File: src/rtl/arc_pkg.sv
// Shared definitions for the main-memory arbiter: FSM state encoding,
// requester indices and the owner-to-grant helper.
package arc_pkg;

  localparam int AW_DEF = 32;
  localparam int DW_DEF = 32;

  localparam logic REQ_CPU = 1'b0;
  localparam logic REQ_LDR = 1'b1;

  typedef enum logic [1:0] {
    S_IDLE   = 2'd0,
    S_ACCESS = 2'd1,
    S_DONE   = 2'd2
  } state_e;

  function automatic logic [1:0] owner_onehot(input logic idx);
    logic [1:0] oh;
    if (idx == REQ_LDR) begin
      oh = 2'b10;
    end else begin
      oh = 2'b01;
    end
    return oh;
  endfunction

endpackage

File: src/rtl/mm_arbiter_rr_pick2.sv
// Combinational two-way round-robin selector: a lone requester wins,
// and on a tie the requester that did not win last time goes first.
module rr_pick2
  import arc_pkg::*;
(
  input  logic [1:0] req,
  input  logic       last_owner,
  output logic       winner,
  output logic       valid
);

  // Pick the winner from the current request pair and the previous owner
  always_comb begin
    valid  = |req;
    winner = REQ_CPU;
    case (req)
      2'b01:   winner = REQ_CPU;
      2'b10:   winner = REQ_LDR;
      2'b11:   winner = ~last_owner;
      default: winner = REQ_CPU;
    endcase
  end

endmodule

File: src/rtl/mm_arbiter.sv
// Two-port main-memory arbiter: grants one requester at a time, holds the
// memory strobe for MEM_LAT cycles, captures read data, then pulses ack.
module mm_arbiter
  import arc_pkg::*;
#(
  parameter int AW      = AW_DEF,
  parameter int DW      = DW_DEF,
  parameter int MEM_LAT = 1
) (
  input  logic          clk,
  input  logic          rst,
  input  logic          r0_req,
  input  logic          r0_we,
  input  logic [AW-1:0] r0_addr,
  input  logic [DW-1:0] r0_wdata,
  output logic          r0_ack,
  output logic [DW-1:0] r0_rdata,
  input  logic          r1_req,
  input  logic          r1_we,
  input  logic [AW-1:0] r1_addr,
  input  logic [DW-1:0] r1_wdata,
  output logic          r1_ack,
  output logic [DW-1:0] r1_rdata,
  output logic          mem_rd,
  output logic          mem_wr,
  output logic [AW-1:0] mem_addr,
  output logic [DW-1:0] mem_wdata,
  input  logic [DW-1:0] mem_rdata,
  output logic [1:0]    gnt,
  output logic          busy
);

  localparam logic [3:0] LAT_LOAD = 4'(MEM_LAT - 1);

  state_e        state_q, state_d;
  logic [1:0]    gnt_q, gnt_d;
  logic          we_q, we_d;
  logic          last_owner_q, last_owner_d;
  logic [3:0]    cnt_q, cnt_d;
  logic          mem_rd_q, mem_rd_d;
  logic          mem_wr_q, mem_wr_d;
  logic [AW-1:0] mem_addr_q, mem_addr_d;
  logic [DW-1:0] mem_wdata_q, mem_wdata_d;
  logic          r0_ack_q, r0_ack_d;
  logic          r1_ack_q, r1_ack_d;
  logic [DW-1:0] r0_rdata_q, r0_rdata_d;
  logic [DW-1:0] r1_rdata_q, r1_rdata_d;
  logic          busy_q, busy_d;

  logic          pick_winner_s;
  logic          pick_valid_s;
  logic          sel_we_s;
  logic [AW-1:0] sel_addr_s;
  logic [DW-1:0] sel_wdata_s;

  rr_pick2 u_pick (
    .req        ({r1_req, r0_req}),
    .last_owner (last_owner_q),
    .winner     (pick_winner_s),
    .valid      (pick_valid_s)
  );

  // Route the winning requester's command onto a single capture path
  always_comb begin
    if (pick_winner_s == REQ_LDR) begin
      sel_we_s    = r1_we;
      sel_addr_s  = r1_addr;
      sel_wdata_s = r1_wdata;
    end else begin
      sel_we_s    = r0_we;
      sel_addr_s  = r0_addr;
      sel_wdata_s = r0_wdata;
    end
  end

  // Next-state logic: arbitrate, hold the strobe for MEM_LAT cycles, acknowledge
  always_comb begin
    state_d      = state_q;
    gnt_d        = gnt_q;
    we_d         = we_q;
    last_owner_d = last_owner_q;
    cnt_d        = cnt_q;
    mem_rd_d     = mem_rd_q;
    mem_wr_d     = mem_wr_q;
    mem_addr_d   = mem_addr_q;
    mem_wdata_d  = mem_wdata_q;
    r0_ack_d     = 1'b0;
    r1_ack_d     = 1'b0;
    r0_rdata_d   = r0_rdata_q;
    r1_rdata_d   = r1_rdata_q;

    case (state_q)
      S_IDLE: begin
        if (pick_valid_s) begin
          state_d      = S_ACCESS;
          gnt_d        = owner_onehot(pick_winner_s);
          last_owner_d = pick_winner_s;
          we_d         = sel_we_s;
          mem_addr_d   = sel_addr_s;
          mem_wdata_d  = sel_wdata_s;
          cnt_d        = LAT_LOAD;
          mem_rd_d     = ~sel_we_s;
          mem_wr_d     = sel_we_s;
        end else begin
          state_d = S_IDLE;
        end
      end
      S_ACCESS: begin
        if (cnt_q == 4'd0) begin
          state_d  = S_DONE;
          mem_rd_d = 1'b0;
          mem_wr_d = 1'b0;
          r0_ack_d = gnt_q[0];
          r1_ack_d = gnt_q[1];
          // Read data is sampled on the last strobe cycle, while memory still drives it
          if (!we_q && gnt_q[1]) begin
            r1_rdata_d = mem_rdata;
          end else if (!we_q) begin
            r0_rdata_d = mem_rdata;
          end else begin
            r0_rdata_d = r0_rdata_q;
          end
        end else begin
          cnt_d = cnt_q - 4'd1;
        end
      end
      S_DONE: begin
        state_d = S_IDLE;
        gnt_d   = 2'b00;
      end
      default: begin
        state_d  = S_IDLE;
        gnt_d    = 2'b00;
        mem_rd_d = 1'b0;
        mem_wr_d = 1'b0;
      end
    endcase

    busy_d = (state_d != S_IDLE);
  end

  // State and registered outputs; reset drops strobes and grant immediately
  always_ff @(posedge clk or negedge rst) begin
    if (!rst) begin
      state_q      <= S_IDLE;
      gnt_q        <= 2'b00;
      we_q         <= 1'b0;
      last_owner_q <= REQ_LDR;
      cnt_q        <= 4'd0;
      mem_rd_q     <= 1'b0;
      mem_wr_q     <= 1'b0;
      mem_addr_q   <= '0;
      mem_wdata_q  <= '0;
      r0_ack_q     <= 1'b0;
      r1_ack_q     <= 1'b0;
      r0_rdata_q   <= '0;
      r1_rdata_q   <= '0;
      busy_q       <= 1'b0;
    end else begin
      state_q      <= state_d;
      gnt_q        <= gnt_d;
      we_q         <= we_d;
      last_owner_q <= last_owner_d;
      cnt_q        <= cnt_d;
      mem_rd_q     <= mem_rd_d;
      mem_wr_q     <= mem_wr_d;
      mem_addr_q   <= mem_addr_d;
      mem_wdata_q  <= mem_wdata_d;
      r0_ack_q     <= r0_ack_d;
      r1_ack_q     <= r1_ack_d;
      r0_rdata_q   <= r0_rdata_d;
      r1_rdata_q   <= r1_rdata_d;
      busy_q       <= busy_d;
    end
  end

  assign r0_ack    = r0_ack_q;
  assign r1_ack    = r1_ack_q;
  assign r0_rdata  = r0_rdata_q;
  assign r1_rdata  = r1_rdata_q;
  assign mem_rd    = mem_rd_q;
  assign mem_wr    = mem_wr_q;
  assign mem_addr  = mem_addr_q;
  assign mem_wdata = mem_wdata_q;
  assign gnt       = gnt_q;
  assign busy      = busy_q;

endmodule

File: config.mk
export PLATFORM = sky130hd
export DESIGN_NAME = mm_arbiter
export DESIGN_NICKNAME = d
export VERILOG_FILES = /design/src/rtl/arc_pkg.sv /design/src/rtl/mm_arbiter_rr_pick2.sv /design/src/rtl/mm_arbiter.sv
export SDC_FILE = /design/constraint.sdc
export NUM_CORES = 1
export LEC_CHECK = 0
export CORE_AREA = 2 2 124 126
export CTS_BUF_LIST = sky130_fd_sc_hd__clkbuf_4 sky130_fd_sc_hd__clkbuf_8
export DETAILED_ROUTE_END_ITERATION = 10
export DIE_AREA = 0 0 126 128
export PLACE_DENSITY = 0.8
export SLEW_MARGIN = 0
export SYNTH_ARGS = -nofsm -noshare
export SYNTH_HDL_FRONTEND = slang
export SYNTH_HIERARCHICAL = 1
export SYNTH_SLANG_ARGS = --single-unit
File: constraint.sdc
create_clock -name clk -period 2.6 [get_ports clk]
set_input_delay 0.26 -clock clk [delete_from_list [all_inputs] [get_ports clk]]
set_output_delay 0.26 -clock clk [all_outputs]
set_load 0.05 [all_outputs]
==> results of run 1 <==
## routing by layer
layer | part of all wire [%] | global-route usage, % | wire length, um
met4 | 1.9 | 7.43 | 314
met3 | 9.2 | 7.85 | 1510
met2 | 50 | 36.5 | 8300
met1 | 39 | 23.7 | 6350
met5 | 0 | 0 | 0
## cell type report
class                           count  area (sq um)
Sequential cell                   143          3580
Fill cell                        1107          5160
Timing Repair Buffer              311          3140
Tap cell                          188           235
Multi-Input combinational cell    301          2360
Inverter                            3          11.3
Clock buffer                       20           275
Clock inverter                     12           108
## cell usage after synthesis, drive strengths merged, types with 3 or more instances
cell and count:
clkbuf 23, nor2 5, mux2i 68, buf 9
nand3 3, dfrtp 142, o21ai 70, mux2 66
nand2 67, inv 3
## final timing paths
check | slack [ns] | cells past startpoint | endpoint
setup / recovery | 0.16 | 6 | r0_rdata[24]$_DFFE_PN0P_
hold / removal | 0.35 | 2 | r1_rdata[13]$_DFFE_PN0P_
setup reg to reg | 0.16 | 6 | r0_rdata[24]$_DFFE_PN0P_
hold reg to reg | 0.48 | 2 | mem_addr[17]$_DFFE_PN0N_
max in group asynchronous | 1.36 | 3 | r0_rdata[7]$_DFFE_PN0P_
min in group clk | 0.45 | 3 | mem_wdata[25]$_DFFE_PN0N_
## per-stage QoR
stage          instance area, sq um  worst slack (ns)
2_1_floorplan                  6110             0.415
3_3_place_gp                   9310             0.302
3_5_place_dp                   9310             0.196
4_1_cts                        9710             0.175
5_1_grt                        9710            0.0927
6_report                       9710             0.156
## flip-flops by register name, summed over array words and instances (netlist names)
register	flops
busy	1
cnt_q	4
gnt	2
last_owner_q	1
mem_addr	32
mem_rd	1
mem_wdata	32
mem_wr	1
r0_ack	1
r0_rdata	32
r1_ack	1
r1_rdata	32
state_q	2
we_q	1
## power groups by stage
| stage | sequential (mW) | clock, mW | combinational [mW] |
|---|---|---|---|
| 6_report | 3.97 | 1.69 | 8.42 |
| 5_1_grt | 4.09 | 1.86 | 8.80 |
| 4_1_cts | 3.98 | 1.75 | 8.49 |
| 3_5_place_dp | 3.99 | 0 | 8.48 |
| 3_3_place_gp | 3.92 | 0 | 8.34 |
| 2_1_floorplan | 7.56 | 0 | 1.92 |
## repair_timing
item / CTS / global route
endpoints found under the hold margin: 53 / 0
setup endpoints to repair: 0 / 0
resized for setup: 0 / 0
hold buffers: 1 / 0
## logic make-up after synthesis
group | Yosys count | share of synthesized area (%)
flip-flops | 143 | 58.6
AND/OR/NAND/NOR | 89 | 6.35
buffers and inverters | 35 | 3.11
multiplexers | 134 | 25.1
adder cells (fa/ha/maj) | 2 | 0.409
AO/OA/AOI/OAI | 76 | 6.43
==> results.md, run 1 <==
- The number of pins with negative max-slew slack in the final report is 0.
- The number of clock sinks is 143.
- The worst min-delay path category is primary input to asynchronous set/reset pin.
- From left edge to right edge, the die measures 126 um.
- After detailed routing, the number of remaining DRC violations is 0.
- The post-layout net count is 945.
- The signal on the critical path passes through inv_1, ha_1, or3b_1, or4_2, buf_12, mux2_4.
- Using the TritonRoute via totals, the vias-per-cell ratio works out to 4.91.
- In this run switching power makes up 48.5% of total power.
- Setup repair after global routing left no endpoint under its margin.
- The standard cell with the maximum stage delay on the critical path is or4_2.
- TritonCTS built the clock tree.
- The number of violations of the max-capacitance limit is 0.
- The antenna cell count is 0.
- The capturing element type of the critical path is a flop.
- The count of different cell masters after synthesis is 32.
- The most instantiated flip-flop cell in the synthesis netlist is dfrtp_1.
- The clock tree root driver cell is clkbuf_8.
- Measured against its own limit, the worst slew margin works out to 61.7%.
- The clock buffer count from CTS is 17.
- The via count of the first global-routing pass is 5197.
- Of all nets on the critical path, the largest fanout is 32.
- The clock transition at the registers of the reported paths is 0.08 ns.
- Dividing the detail-routed wire length by the instance count gives 16.8 um.
- The worst hold slack across all endpoints is 0.346 ns.
- The largest net degree at the start of global routing is 75.
- The setup TNS is 0 ns.
- The count of cells in the finished layout, fillers not included, comes to 978.
- The initial antenna violation count is 0.
- The initial cell density of the core is 41.1%.
- The library cell used most frequently in the layout, excluding fill and tap cells, is clkdlybuf4s50_1.
- The top-level port count is 301.
- Post-CTS timing repair inserted 0 buffers for setup.
- The number of nets handed over by synthesis was 647.
- Total power for the finished layout comes to 14.1 mW.
- The clock network is responsible for 12.0% of the overall power.
- The final critical-path required period is 2.44 ns.
- Before antenna repair, the detailed router went through 4 iterations.
- The leakage power is 4.27 nW.
- The H-tree level count is 4.
- The maximum number of buffers from clock root to sink is 2.
- Setup violations remaining at the end of the flow were counted as 0.
- The pin slew with the least headroom to its limit is 0.572 ns.
- In this run the worst setup path begins at cnt_q[0]$_DFFE_PN0P_.
- The async set-reset flop share out of synthesis is 100%.
- In the synthesized netlist, the number of instances is 479.
- For this run, the number of Yosys warnings is 6.
- Sequential elements use 58.6% of the synthesized area.
- The area growth from synthesis to layout is 58.8%.
- The run finished with clean final reports.
- The wire length of the first global-routing pass is 26.5 mm.
- Counting flops and latches in the post-synthesis netlist gives 143.
- The die boundary height is 128 um.
- The starting DRC count in detailed routing is 140.
- Detailed placement ended at an HPWL of 12.8 mm.
- Routability-driven placement finished with a final weighted congestion of 0.840.
- The worst path uses 94.0% of the clock period.
- In this run the standard cell core region covers 14900 sq um.
- STA classifies the critical path startpoint as a flop.
- Global routing used 21.0% of the available tracks across all layers.
- The peak per-stage delay on the critical path is 0.61 ns.
- Broken down by cell family, the worst path's largest delay share belongs to simple AND/OR/NAND/NOR gates.
- The final setup skew is 0.00999 ns.
- The share of total power in sequential cells is 28.2%.
- The detail route stage leaves a number of antenna-violating nets equal to 0.
- The mean cell area of the mapped netlist is 12.8 sq um.
- The floorplan die area is 16100 sq um.
- The global route total overflow is 0.
- The net switching power is 6.83 mW.
- The number of flops mapped to enable cells by yosys is 0.
- The share of cells above drive strength 1 is 14.4%.
- The worst register-to-register path begins at cnt_q[0]$_DFFE_PN0P_.
- The number of buffers and inverters on the critical path is 2.
- The post-synth design cell area is 6110 sq um.
- Summed over its instances, the top area cell type makes up 58.1% of the synthesized netlist area.
- The proportion of power drawn by combinational gates is 59.8%.
- The placed cell count is 945.
- The top cell types in the final layout, fill and taps aside, are clkdlybuf4s50_1, dfrtp_1, o21ai_0.
- The routed layout has 4799 vias.
- By area the synthesized netlist is led by dfrtp_1, mux2i_1, mux2_4.
- The number of hold violations in the final report is 0.
- For this run, the share of the core covered by cells in the final layout is 65.3%.
- The peak clock frequency supported by timing is 409 MHz.
- The cell accounting for the most synthesized area is dfrtp_1.
- The row count is 45.
- During placement, the flow inserted port buffers numbering 300.
- STA puts the critical path data required time at 2.92 ns.
- The internal power of the cells is 7.25 mW.
- IR analysis of the VDD net gives a maximum drop of 0.000896 V.
- The setup path with the least slack is of type flop to flop.
- The signal arrival time at the worst endpoint is 2.76 ns.
- Clock latency on the worst-skew pair, taken at its later pin, is 0.43 ns.
- Dividing total power by cell area gives a power density of 1450 nW/um^2.
- The final layout contains routed wiring with a total length of 16.5 mm.
Power figures use the tool's default switching activity.
==> run 2, diff against run 1 <==
==> constraint.sdc (replaced) <==
create_clock -name clk -period 2.6 [get_ports clk]
set_input_delay 0.52 -clock clk [delete_from_list [all_inputs] [get_ports clk]]
set_output_delay 0.52 -clock clk [all_outputs]
set_load 0.05 [all_outputs]
==> run 2 against run 1 <==
Against the previous run:
- power up 1.8%
- non-clock buffer count down 1
- global-route usage up 0.55 points
- utilization up 0.43 points
- sequential share of layout area down 0.24 points
- sequential power about the same
- combinational power about the same
- critical endpoint is now r0_rdata[27]$_DFFE_PN0P_
- largest power group unchanged
- highest routed layer is now met5
==> results.md, run 2 (same netlist as run 1, synthesis figures left out) <==
- The worst hold slack across all endpoints is 0.0391 ns.
- VDD sags by at most 0.000690 V.
- The signal arrival time at the worst endpoint is 2.76 ns.
- The top-level port count is 301.
- The DRC violations left is 0.
- The library cell used most frequently in the layout, excluding fill and tap cells, is clkdlybuf4s50_1.
- The placed cell count is 945.
- The insertion delay of the later-clocked pin in the worst-skew pair is 0.44 ns.
- The final HPWL from detailed placement is 12.9 mm.
- Summing all multi-input logic gate instances after layout gives 2360 sq um.
- The capturing element type of the critical path is a flop.
- The critical path startpoint is cnt_q[0]$_DFFE_PN0P_.
- The signal on the critical path passes through inv_1, ha_1, or3b_1, or4_2, buf_12, mux2_4.
- The run finished with clean final reports.
- TritonCTS built the clock tree.
- Entering global routing, the biggest net connects 61 pins.
- The clock arrives with 0.0129 ns of skew.
- The clock tree root driver cell is clkbuf_8.
- The initial antenna violation count is 1.
- Registers take 3580 sq um.
- The post-CTS resize count is 0.
- The net count of the finished layout is 944.
- Adding up every negative setup slack in the final design gives 0 ns.
- After floorplanning, the core was sized to cover 14900 sq um.
- After detailed routing, the total wire length is 17.0 mm.
- By startpoint and endpoint, the worst setup path is classified as flop to flop.
- On the critical path, the stage with the largest delay is an instance of or4_2.
- In the layout the commonest cells are clkdlybuf4s50_1, dfrtp_1, o21ai_0.
- The all-layer global routing usage is 21.5%.
- The H-tree level count is 4.
- The number of search-and-repair iterations in the first detailed-routing pass is 6.
- The wire length of the first global-routing pass is 27.2 mm.
- After clock tree synthesis, the setup repair step added 0 buffers.
- Across the run, the number of max-cap violations was 0.
- The number of clock sinks is 143.
- Along the worst path, the maximum fanout reaches 32.
- The worst hold path belongs to the class primary input to asynchronous set/reset pin.
- The die boundary height is 128 um.
- The number of pins with negative max-slew slack in the final report was 0.
- For this run, the top clock speed supported by timing is 410 MHz.
- On the worst path, the slowest cell contributes a delay of 0.61 ns.
- For the pin with the worst max-slew slack, the measured transition is 0.576 ns.
- The area growth from synthesis to layout is 59.8%.
- Setup repair after global routing left no endpoint under its margin.
- The longest clock path from root to sink contains 2 buffers.
- The filler cells instantiated in the layout total 1136.
- The detail route stage leaves a number of antenna-violating nets equal to 0.
- The via count of the first global-routing pass is 5227.
- The global route total overflow is 0.
- Buffers placed on the I/O ports in this run total 300.
- The final critical-path share of the clock period is 93.8%.
- Summing internal, switching and leakage power gives 14.3 mW.
- Clock-pin slew was measured on the worst setup and hold paths at 0.08 ns.
- The average vias per placed instance is 4.94.
- The data required time at the worst endpoint is 2.92 ns.
- From left edge to right edge, the die measures 126 um.
- Counting the buffers created by CTS gives 17.
- The congestion estimate from routability-driven global placement came to 0.834.
- The row count is 45.
- In this run the tightest slew margin relative to its limit is 61.6%.
- Cells with a size suffix above 1 make up 14.4% of the layout.
- The final critical-path required period is 2.44 ns.
- The starting DRC count in detailed routing is 169.
- The antenna cell count is 0.
- The number of cells in the finished layout apart from fillers is 977.
- Dividing the detail-routed wire length by the instance count gives 17.4 um.
- For this design the ratio of total power to cell area is 1470 nW/um^2.
- The initial utilization of the core area, before any placement, comes to 41.1%.
- The leakage power is 4.29 nW.
- The floorplan die area is 16100 sq um.
- The number of hold buffers added after CTS is 0.
- The startpoint kind of the worst setup timing path is a flop.
- The number of hold violations in the final report was 0.
- The detailed router placed 4828 vias in this run.
- The total of endpoints with negative setup slack in the final report is 0.
- In this run the critical register-to-register path is launched from cnt_q[0]$_DFFE_PN0P_.
run 2: cell types whose count changed in the layout (fill, tap and decap cells not counted), moves of 2 or more:
cell / change
clkbuf_8: -3
clkinvlp_4: +2
buf_12: +2
buf_4: -2
inv_6: -2
bufinv_16: +3
run 2: per-layer routing:
layer | routed length [um] | GRT usage, %
met1 | 6650 | 25.1
met2 | 8500 | 37.0
met3 | 1510 | 8.06
met4 | 315 | 6.92
met5 | 13 | 0
run 2: path summary, 6_finish.rpt:
kind	end	slack (ns)	cells past startpoint
max in group asynchronous	r1_rdata[20]$_DFFE_PN0P_	1.76	2
min in group clk	mem_wdata[29]$_DFFE_PN0N_	0.48	2
setup / recovery	r0_rdata[27]$_DFFE_PN0P_	0.16	6
hold reg to reg	mem_wdata[29]$_DFFE_PN0N_	0.48	2
setup reg to reg	r0_rdata[27]$_DFFE_PN0P_	0.16	6
hold / removal	gnt[1]$_DFFE_PN0P_	0.04	1
run 2: final cells by class:
type	instances	area share (%)
sequential	143	36.6
timing repair buffer	310	32.3
multi-input combinational	301	24.1
clock buffer	18	2.47
tap	188	2.41
clock inverter	14	1.95
inverter	3	0.115
run 2: where the power goes:
part | internal, mW | total, mW | switching, mW | leakage [nW]
sequential | 3.32 | 3.96 | 0.642 | 1.72
combinational | 3.12 | 8.45 | 5.33 | 2.36
clock | 1.05 | 1.92 | 0.870 | 0.204
run 2: stage by stage:
stage               utilization [%]  setup slack (ns)  area (sq um)
finish                         65.7             0.160          9770
global route                   65.7            0.0774          9770
CTS                            65.7             0.169          9770
detailed placement             62.8             0.193          9340
global placement               62.8             0.296          9340
floorplan                         -             0.415          6110
run 2: critical path: cells and delay by family, from the launching register on:
family                     cells  cell delay, ns
and+or+nand+nor                2            1.05
muxes                          1            0.32
adders and majority gates      1            0.19
buffers and inverters          2            0.35
DFF                            1            0.41
